[src/rtl/nrisc_pkg.sv]
// Shared NRISC definitions: datapath width, special register numbers and the
// write-back FIFO entry layout.
package nrisc_pkg;

  localparam int TAM = 16;

  localparam logic [3:0] REG_ZERO      = 4'd0;
  localparam logic [3:0] REG_R1        = 4'd1;
  localparam logic [3:0] REG_BANK_BASE = 4'd8;

  typedef struct packed {
    logic           valid;
    logic           bank;
    logic [3:0]     rd;
    logic [TAM-1:0] data;
  } wb_entry_t;

  // r0 is hardwired zero and r1 lives outside the regfile
  function automatic logic rd_writable(input logic [3:0] rd);
    return (rd != REG_ZERO) && (rd != REG_R1);
  endfunction

  function automatic logic [15:0] rd_onehot(input logic [3:0] rd);
    logic [15:0] m;
    m     = '0;
    m[rd] = 1'b1;
    return m;
  endfunction

endpackage

[src/rtl/nrisc_wb_fifo.sv]
// In-order LSU result buffer: per-entry valid, destination kill on younger ALU
// writes, and the OR of pending destinations.
module nrisc_wb_fifo
  import nrisc_pkg::*;
#(
  parameter int DEPTH = 4
) (
  input  logic           clk,
  input  logic           rst,
  input  logic           i_push,
  input  logic           i_push_kill,
  input  logic           i_push_bank,
  input  logic [3:0]     i_push_rd,
  input  logic [TAM-1:0] i_push_data,
  input  logic           i_pop,
  input  logic           i_kill,
  input  logic [3:0]     i_kill_rd,
  output wb_entry_t      o_head,
  output logic           o_nonempty,
  output logic           o_full,
  output logic           o_any_valid,
  output logic [15:0]    o_pend_mask
);

  localparam int AW = $clog2(DEPTH);
  localparam logic [AW:0] CNT_ONE  = (AW+1)'(1);
  localparam logic [AW:0] CNT_FULL = (AW+1)'(DEPTH);

  wb_entry_t      r_mem [DEPTH];
  logic [AW-1:0]  r_wptr, r_rptr;
  logic [AW:0]    r_count;
  logic           w_push, w_pop;

  assign o_nonempty = (r_count != '0);
  assign o_full     = (r_count == CNT_FULL);
  assign o_head     = r_mem[r_rptr];
  assign w_push     = i_push && !o_full;
  assign w_pop      = i_pop && o_nonempty;

  always_ff @(posedge clk or posedge rst) begin
    if (rst) begin
      r_wptr  <= '0;
      r_rptr  <= '0;
      r_count <= '0;
      for (int i = 0; i < DEPTH; i++) r_mem[i] <= '0;
    end else begin
      for (int i = 0; i < DEPTH; i++)
        if (i_kill && r_mem[i].rd == i_kill_rd) r_mem[i].valid <= 1'b0;
      if (w_pop) begin
        r_mem[r_rptr].valid <= 1'b0;
        r_rptr              <= r_rptr + AW'(1);
      end
      // push slot never equals the popped slot: push needs !full, pop needs !empty
      if (w_push) begin
        r_mem[r_wptr] <= '{valid: !i_push_kill, bank: i_push_bank,
                           rd: i_push_rd, data: i_push_data};
        r_wptr        <= r_wptr + AW'(1);
      end
      case ({w_push, w_pop})
        2'b10:   r_count <= r_count + CNT_ONE;
        2'b01:   r_count <= r_count - CNT_ONE;
        default: r_count <= r_count;
      endcase
    end
  end

  always_comb begin
    o_pend_mask = '0;
    o_any_valid = 1'b0;
    for (int i = 0; i < DEPTH; i++) begin
      if (r_mem[i].valid) begin
        o_pend_mask = o_pend_mask | rd_onehot(r_mem[i].rd);
        o_any_valid = 1'b1;
      end
    end
    o_pend_mask[1:0] = 2'b00;
  end

endmodule

[src/rtl/nrisc_wb_unit.sv]
// Write-back unit: ALU results take the regfile port first, buffered LSU results
// drain in order behind them. TAM must match nrisc_pkg::TAM.
module nrisc_wb_unit #(
  parameter int TAM   = 16,
  parameter int DEPTH = 4
) (
  input  logic           clk,
  input  logic           rst,
  input  logic           alu_valid,
  input  logic [3:0]     alu_rd,
  input  logic [TAM-1:0] alu_data,
  input  logic           lsu_valid,
  output logic           lsu_ready,
  input  logic [3:0]     lsu_rd,
  input  logic [TAM-1:0] lsu_data,
  input  logic           irq_flag,
  output logic [TAM-1:0] REG_D,
  output logic [3:0]     REG_RFD,
  output logic           REG_Write,
  output logic [15:0]    pend_mask,
  output logic           wb_empty
);
  import nrisc_pkg::*;

  wb_entry_t      w_head;
  logic           w_nonempty, w_full, w_any_valid;
  logic [15:0]    w_fifo_mask;
  logic           w_alu_ok, w_push, w_push_kill, w_head_stall, w_drain, w_pop;
  logic           r_write;
  logic [3:0]     r_rfd;
  logic [TAM-1:0] r_d;

  assign w_alu_ok     = alu_valid && rd_writable(alu_rd);
  assign w_push       = lsu_valid && lsu_ready && rd_writable(lsu_rd);
  // ALU result is program-order younger, so a same-cycle LSU push to rd is dead
  assign w_push_kill  = w_alu_ok && (alu_rd == lsu_rd);
  assign w_head_stall = (w_head.rd >= REG_BANK_BASE) && (w_head.bank != irq_flag);
  assign w_drain      = w_nonempty && w_head.valid && !w_head_stall && !w_alu_ok;
  // killed heads retire without using the port, even while the ALU owns it
  assign w_pop        = w_nonempty && (!w_head.valid || w_drain);

  nrisc_wb_fifo #(.DEPTH(DEPTH)) u_fifo (
    .clk         (clk),
    .rst         (rst),
    .i_push      (w_push),
    .i_push_kill (w_push_kill),
    .i_push_bank (irq_flag),
    .i_push_rd   (lsu_rd),
    .i_push_data (lsu_data),
    .i_pop       (w_pop),
    .i_kill      (w_alu_ok),
    .i_kill_rd   (alu_rd),
    .o_head      (w_head),
    .o_nonempty  (w_nonempty),
    .o_full      (w_full),
    .o_any_valid (w_any_valid),
    .o_pend_mask (w_fifo_mask)
  );

  always_ff @(posedge clk or posedge rst) begin
    if (rst) begin
      r_write <= 1'b0;
      r_rfd   <= '0;
      r_d     <= '0;
    end else begin
      r_write <= w_alu_ok || w_drain;
      if (w_alu_ok) begin
        r_rfd <= alu_rd;
        r_d   <= alu_data;
      end else if (w_drain) begin
        r_rfd <= w_head.rd;
        r_d   <= w_head.data;
      end
    end
  end

  assign REG_Write = r_write;
  assign REG_RFD   = r_rfd;
  assign REG_D     = r_d;
  assign lsu_ready = !w_full;
  assign pend_mask = w_fifo_mask | (r_write ? rd_onehot(r_rfd) : 16'h0000);
  assign wb_empty  = !w_any_valid && !r_write;

endmodule

[config.mk]
export PLATFORM = sky130hd
export DESIGN_NAME = nrisc_wb_unit
export DESIGN_NICKNAME = d
export VERILOG_FILES = /design/src/rtl/nrisc_pkg.sv /design/src/rtl/nrisc_wb_fifo.sv /design/src/rtl/nrisc_wb_unit.sv
export SDC_FILE = /design/constraint.sdc
export NUM_CORES = 1
export LEC_CHECK = 0
export CORE_MARGIN = 1
export CORE_UTILIZATION = 37
export DETAILED_ROUTE_END_ITERATION = 12
export GPL_TIMING_DRIVEN = 0
export SETUP_SLACK_MARGIN = 0.02
export SLEW_MARGIN = 10
export SYNTH_ARGS = -nofsm -noshare
export SYNTH_HDL_FRONTEND = slang
export SYNTH_SLANG_ARGS = --single-unit
[constraint.sdc]
create_clock -name clk -period 4.2 [get_ports clk]
set_input_delay 0.84 -clock clk [delete_from_list [all_inputs] [get_ports clk]]
set_output_delay 0.84 -clock clk [all_outputs]
set_load 0.005 [all_outputs]
# ---- Yosys cells after proc, flatten, opt, wreduce, memory -nomap -nowiden
# Cells that the tools add are included.
dict set report totals {
  ff_bits 116
  inputBits 45
  out_inout_bits 39
  word_cells 136
}
dict set report classes {
  add_sub_neg 4
  order_cmp 15
  n_eq_ne 11
  muxes 39
  n_bitwise 6
  reduce_logical 39
}
# cell count
set ops {}
lappend ops {{88-bit bitwise mux} 2}
lappend ops {{88-bit two-way mux} 2}
lappend ops {{16-bit two-way mux} 7}
lappend ops {{22-bit demux with 2-bit select} 2}
lappend ops {{22-bit two-way mux} 4}
lappend ops {{16-bit OR} 4}
lappend ops {{22-bit binary-select mux with 2-bit select} 1}
lappend ops {{1-bit logical AND} 25}
lappend ops {{4-bit by 5-bit < comparator with 1-bit output, second input constant} 5}
lappend ops {{1-bit demux with 4-bit select} 5}
lappend ops {{4-bit == test} 5}
lappend ops {{4-bit by 1-bit >= comparator with 1-bit output, second input constant} 5}
lappend ops {{1-bit two-way mux} 13}
lappend ops {{4-bit two-way mux} 2}
lappend ops {{4-bit by 1-bit != test with 1-bit output, second input constant} 2}
lappend ops {{4-bit nonzero test} 2}
lappend ops {{1-bit logical NOT} 7}
lappend ops {{3-bit >= comparator, second input constant} 2}
lappend ops {{3-bit by 1-bit < comparator with 1-bit output, second input constant} 2}
lappend ops {{2-bit inverter with 3-bit output} 2}
lappend ops {{3-bit one-hot mux with 2 select lines} 1}
lappend ops {{2-bit by 1-bit adder with 2-bit output, second input constant} 2}
lappend ops {{4-bit >= comparator, second input constant} 1}
lappend ops {{2-bit nonzero test} 2}
lappend ops {{other kinds (8)} 9}

# ---- Depth between registers and ports, before layout
dict set report logic_depth {
  depth_word 15
  mapped_depth 10
  depth_no_buf 9
}

# ---- By module
# A second synthesis with hierarchy kept.
dict set report hier_totals {
  hier_cells 522
  hier_area_um2 6389.9
}
# mod n_inst cells_per_inst area_per_inst_um2
set modules_own_cells {}
lappend modules_own_cells {nrisc_wb_fifo 1 359 4967.3}
lappend modules_own_cells {nrisc_wb_unit 1 163 1422.6}

# ---- Worst setup path before layout
# Ideal clock, no wire load.
dict set report synth_path {
  path_kind {input-to-reg}
  start {input alu_rd[1]}
  end {register u_fifo.r_count[2]}
  setup_ns 0.079
  arrival_time_ns 2.820
  setup_slack_ns 1.301
  path_stages 10
  path_buffers 1
  path_cell_list {clkbuf_1 o31a_1 a21bo_2 a21oi_4 ha_1 inv_1 fa_1 xor2_1 nor2_1 xor2_1}
}
dict set report synth_via {
  elab_chain_cells 10
  word_cells_on_any_way 13
}
# element line_no
set synth_lines {}
lappend synth_lines {{start, declared} nrisc_wb_unit.sv:10} ;# input logic [3:0] alu_rd,
lappend synth_lines {{4-bit by 1-bit != test with 1-bit output / 4-bit nonzero test (equally long branches)} nrisc_pkg.sv:20} ;# return (rd != REG_ZERO) && (rd != REG_R1);
lappend synth_lines {{1-bit logical AND (*)} nrisc_pkg.sv:20}
lappend synth_lines {{1-bit logical AND (*)} nrisc_wb_unit.sv:33} ;# assign w_alu_ok = alu_valid && rd_writable(alu_rd);
lappend synth_lines {{1-bit logical NOT (*)} nrisc_wb_unit.sv:38} ;# assign w_drain = w_nonempty && w_head.valid && !w_head_stall && !w_alu_ok;
lappend synth_lines {{1-bit logical AND (*)} nrisc_wb_unit.sv:38}
lappend synth_lines {{1-bit logical OR (*)} nrisc_wb_unit.sv:40} ;# assign w_pop = w_nonempty && (!w_head.valid || w_drain);
lappend synth_lines {{1-bit logical AND (*)} nrisc_wb_unit.sv:40}
lappend synth_lines {{1-bit logical AND (*)} nrisc_wb_fifo.sv:38} ;# assign w_pop = i_pop && o_nonempty;
lappend synth_lines {{2-bit by 1-bit == test with 1-bit output / 2-bit == test (equally long branches)} nrisc_wb_fifo.sv:59} ;# case ({w_push, w_pop})
lappend synth_lines {{3-bit one-hot mux with 2 select lines / 2-bit nonzero test (equally long branches)} -}
lappend synth_lines {{end signal, assigned} nrisc_wb_fifo.sv:60} ;# 2'b10: r_count <= r_count + CNT_ONE;
lappend synth_lines {{end signal, assigned} nrisc_wb_fifo.sv:61} ;# 2'b01: r_count <= r_count - CNT_ONE;
lappend synth_lines {{end signal, assigned} nrisc_wb_fifo.sv:62} ;# default: r_count <= r_count;
lappend synth_lines {{end, declared} nrisc_wb_fifo.sv:31} ;# logic [AW:0] r_count;
# Every way passes the cells marked *; elsewhere a longest branch is shown, timed or not.
# A chain may end at the register's enable or synchronous reset.

# ---- Worst setup path in the final report
dict set report layout_path {
  start {register u_fifo.r_mem[83] in the netlist's numbering}
  end {output pend_mask[2]}
}
dict set report layout_via {
  elab_chain_cells 12
  word_cells_on_any_way 13
}
# element line_no
set layout_lines {}
lappend layout_lines {{start, declared} nrisc_wb_fifo.sv:29} ;# wb_entry_t r_mem [DEPTH];
lappend layout_lines {{start signal, assigned by index} nrisc_wb_fifo.sv:55} ;# r_mem[r_wptr] <= '{valid: !i_push_kill, bank: i_push_bank,
lappend layout_lines {{4-bit by 5-bit < comparator with 1-bit output (implied by the code) / 4-bit by 1-bit >= comparator with 1-bit output (equally long branches)} nrisc_pkg.sv:26} ;# m[rd] = 1'b1;
lappend layout_lines {{1-bit logical AND (implied by the code)} nrisc_pkg.sv:26}
lappend layout_lines {{1-bit two-way mux (implied by the code)} nrisc_pkg.sv:26}
lappend layout_lines {{1-bit demux with 4-bit select (*)} -}
lappend layout_lines {{16-bit two-way mux (*)} nrisc_wb_fifo.sv:71} ;# if (r_mem[i].valid) begin
lappend layout_lines {{16-bit OR} nrisc_wb_fifo.sv:72} ;# o_pend_mask = o_pend_mask | rd_onehot(r_mem[i].rd);
lappend layout_lines {{16-bit two-way mux (*)} nrisc_wb_fifo.sv:71}
lappend layout_lines {{16-bit OR} nrisc_wb_fifo.sv:72}
lappend layout_lines {{16-bit two-way mux (*)} nrisc_wb_fifo.sv:71}
lappend layout_lines {{16-bit OR} nrisc_wb_fifo.sv:72}
lappend layout_lines {{16-bit two-way mux (*)} nrisc_wb_fifo.sv:71}
lappend layout_lines {{16-bit OR (*)} nrisc_wb_unit.sv:81} ;# assign pend_mask = w_fifo_mask | (r_write ? rd_onehot(r_rfd) : 16'h0000);
lappend layout_lines {{end, declared} nrisc_wb_unit.sv:20} ;# output logic [15:0] pend_mask,
# Marked as above.

==> reports/results.tsv <==
metric	value	unit
status	finished clean	
ys_warn_count	0	
crit_start	u_fifo.r_mem[83]	
slowest_stage	or4b_2	
portBuffers	79	
combPwrFrac	52.2	%
cts-root-buf	clkbuf_16	
nNetsFinal	717	
rsz0062_at_grt	false	
power_frac_clock	19.4	%
cp_cell_sequence	clkbuf_1 -> nand2b_1 -> or4b_2 -> o211ai_1 -> clkdlybuf4s50_1	
row_count	48	
cts.repair.resized	0	
fin_ws	0.607	ns
routed-via-count	5112	
critPathCapture	pend_mask[2]	
r2r-end	u_fifo.r_count[2]	
end_kind	primary output	
grt-ovfl-total	0	
intPower	4530	uW
first_iter_violations	316	
cp.required	3.36	ns
critPathArrivalTime	2.75	ns
grt_max_degree	93	
switching_share	38.2	%
peakVddDrop	0.392	mV
async_flop_share	100	%
core	17400	um2
grt_pass1_vias	5316	
slew_headroom	54.2	%
die_y	136	um
htreeDepth	4	
wl_per_cell	21.0	um
period_share	85.5	%
synth-seq-cells	116	
tightest_slew	0.687	ns
pre_cts_ws	0.917	ns
vias_per_cell	5.69	
cts_buffers	17	
clkTransAtPathRegs	0.06	ns
avgSynthCellArea	11.8	um2
clkSinkCount	116	
antenna_found_initial	0	
final_hold_viol_count	0	
r2r_setup_slack	1.35	ns
gr-usage-all-layers	21.6	%
synth_seq_area_share	43.6	%
clock_latency	0.42	ns
synth_ff_type	dfrtp_1	
hold_path_class	register to register	
switching_power	2810	uW
drt_wl_total	18900	um
crit-reg2reg-launch	u_fifo.r_mem[63]	
critPathLaunchType	register	
period_minus_slack	3.59	ns
clockBufferDepth	2	
p_leak	0.00329	uW
grt_pass1_wl	29700	um
clock.fmax	0.278	GHz
powerDensity	880	nW/um2
ff2ff_path_depth	10	
path_class	register to primary output	
dp.cells	868	
synth_nets	618	
synth_edf_count	0	
syn_inst	563	
drive_gt1_share	27.0	%
drv_cap	0	
post_cts_buffers	0	
cts_tree	built	
start_util	38.2	%
slew_viol_final	0	
fin_cells	899	
first_pass_iters	5	
remaining_drc_errors	0	
finalSetupViolations	0	
critPathMaxStageDelay	0.68	ns
die-area	18500	um2
routabilityCongestion	0.868	
die_x	136	um
worstPathMaxFanout	9	
area_delta_synth_final	25.4	%
fin_skew	0.00705	ns
ys_types	56	
power_frac_seq	28.4	%
final_util	47.9	%
io_pins	84	
postRouteAntennaNets	0	
cts_hold_buf	0	
dpl.hpwl	14000	um
syn_area	6650	um2
antenna_cells	0	
## stage by stage
stage	setup TNS (ns)	hold slack, ns	total power [uW]	instance area, um2
after floorplan	0	0.446	4660	6650
after global placement	-142.28	0.464	5810	7730
after detailed placement	0	0.488	5930	7760
after CTS	0	0.501	7380	8340
after global routing	0	0.511	7790	8340
final	0	0.498	7340	8340
## routing by layer
layer | global-route usage (%) | vias to the layer above | share of wire (%)
met5 | 0 | - | 0
li1 | - | 2328 | -
met2 | 34.0 | 167 | 48
met1 | 28.9 | 2590 | 44
met3 | 4.92 | 27 | 6.1
met4 | 8.33 | 0 | 1.6
## worst max-delay path, delay by kind of cell (launching register included)
kind	cells	cell delay [ns]
DFF	1	0.33
AOI/OAI and AO/OA	1	0.13
and+or+nand+nor	2	0.91
buffers and inverters	2	0.97
## registers in the layout, indices dropped and copies added, names as in the netlist
name	flops
REG_D	16
REG_RFD	4
REG_Write	1
u_fifo.r_count	3
u_fifo.r_mem	88
u_fifo.r_rptr	2
u_fifo.r_wptr	2
## cells by family (layout without fill, tap and decap cells)
family | after synthesis | in the layout | synth area share [%]
simple gates | 129 | 129 | 10.0
flops | 116 | 116 | 43.6
mux | 112 | 112 | 22.6
compound gates | 104 | 104 | 13.2
buf+inv | 65 | 176 | 4.61
xor+xnor | 27 | 27 | 3.95
fa+ha+maj | 10 | 10 | 1.99
## synth_stat cells (all sizes together), types with 4 or more instances
cell type	number	share of area (%)
dfrtp	116	44
mux4	22	7.4
nand3	12	0.90
o211ai	19	2.1
o32ai	4	0.53
ha	9	1.7
nor3	15	1.1
o2111ai	19	2.5
nor2	11	0.62
nand2b	10	0.94
inv	16	0.90
xnor2	14	2.1
a21oi	6	0.62
nand4	4	0.38
buf	23	2.2
nand3b	9	1.0
or3	7	0.66
nand2	45	2.6
xor2	13	1.8
clkbuf	26	1.5
o311ai	6	0.79
o22ai	16	1.5
mux2	87	15
a2bb2oi	16	3.0
a211oi	4	0.45
or4	4	0.45
## worst min path at each step
| stage | start | endpoint | slack [ns] | cells after the start |
|---|---|---|---|---|
| 2_1_floorplan | u_fifo.r_count[2] | u_fifo.r_count[2] | 0.45 | 1 |
| 3_3_place_gp | u_fifo.r_count[2] | u_fifo.r_count[2] | 0.46 | 1 |
| 5_1_grt | u_fifo.r_mem[47] | u_fifo.r_mem[47] | 0.51 | 1 |
| 3_5_place_dp | u_fifo.r_mem[42] | u_fifo.r_mem[42] | 0.49 | 1 |
| 4_1_cts | u_fifo.r_mem[42] | u_fifo.r_mem[42] | 0.50 | 1 |
| 6_report | u_fifo.r_mem[42] | u_fifo.r_mem[42] | 0.50 | 1 |
## power by group through the flow
stage / Clock, uW / Sequential, uW / Combinational [uW]
finish: 1430 / 2080 / 3840
global route: 1500 / 2160 / 4130
CTS: 1450 / 2080 / 3850
detailed placement: 0 / 2100 / 3830
global placement: 0 / 2050 / 3760
floorplan: 0 / 1980 / 2680
## layout make-up
class / instances / area, um2
Tap cell: 225 / 282
Clock buffer: 20 / 457
Clock inverter: 11 / 128
Timing Repair Buffer: 80 / 818
Buffer: 49 / 246
Multi-Input combinational cell: 382 / 3440
Sequential cell: 116 / 2900
Fill cell: 1641 / 9070
Inverter: 16 / 65.1
## cells in the final DEF, fill, tap and decap left out, types with 5 or more instances in the layout
cell type        synthesis  final
a2bb2oi_1                6      6
clkbuf_16                0     17
clkbuf_1                26     27
clkdlybuf4s50_1          0     79
nand2_1                 44     44
nand3_1                 12     12
nor2_1                  11     11
or3_1                    7      7
mux4_2                  22     22
nand2b_1                10     10
a2bb2oi_2               10     10
buf_2                   17     17
o211ai_1                19     19
mux2_2                  86     86
nand3b_1                 9      9
o22ai_1                 16     16
nor3_1                  15     15
dfrtp_1                116    116
ha_1                     9      9
inv_1                   16     15
a21oi_1                  5      5
xor2_1                  12     12
o2111ai_1               19     19
xnor2_1                 13     13
No activity file was read; power rests on OpenSTA's default activity.
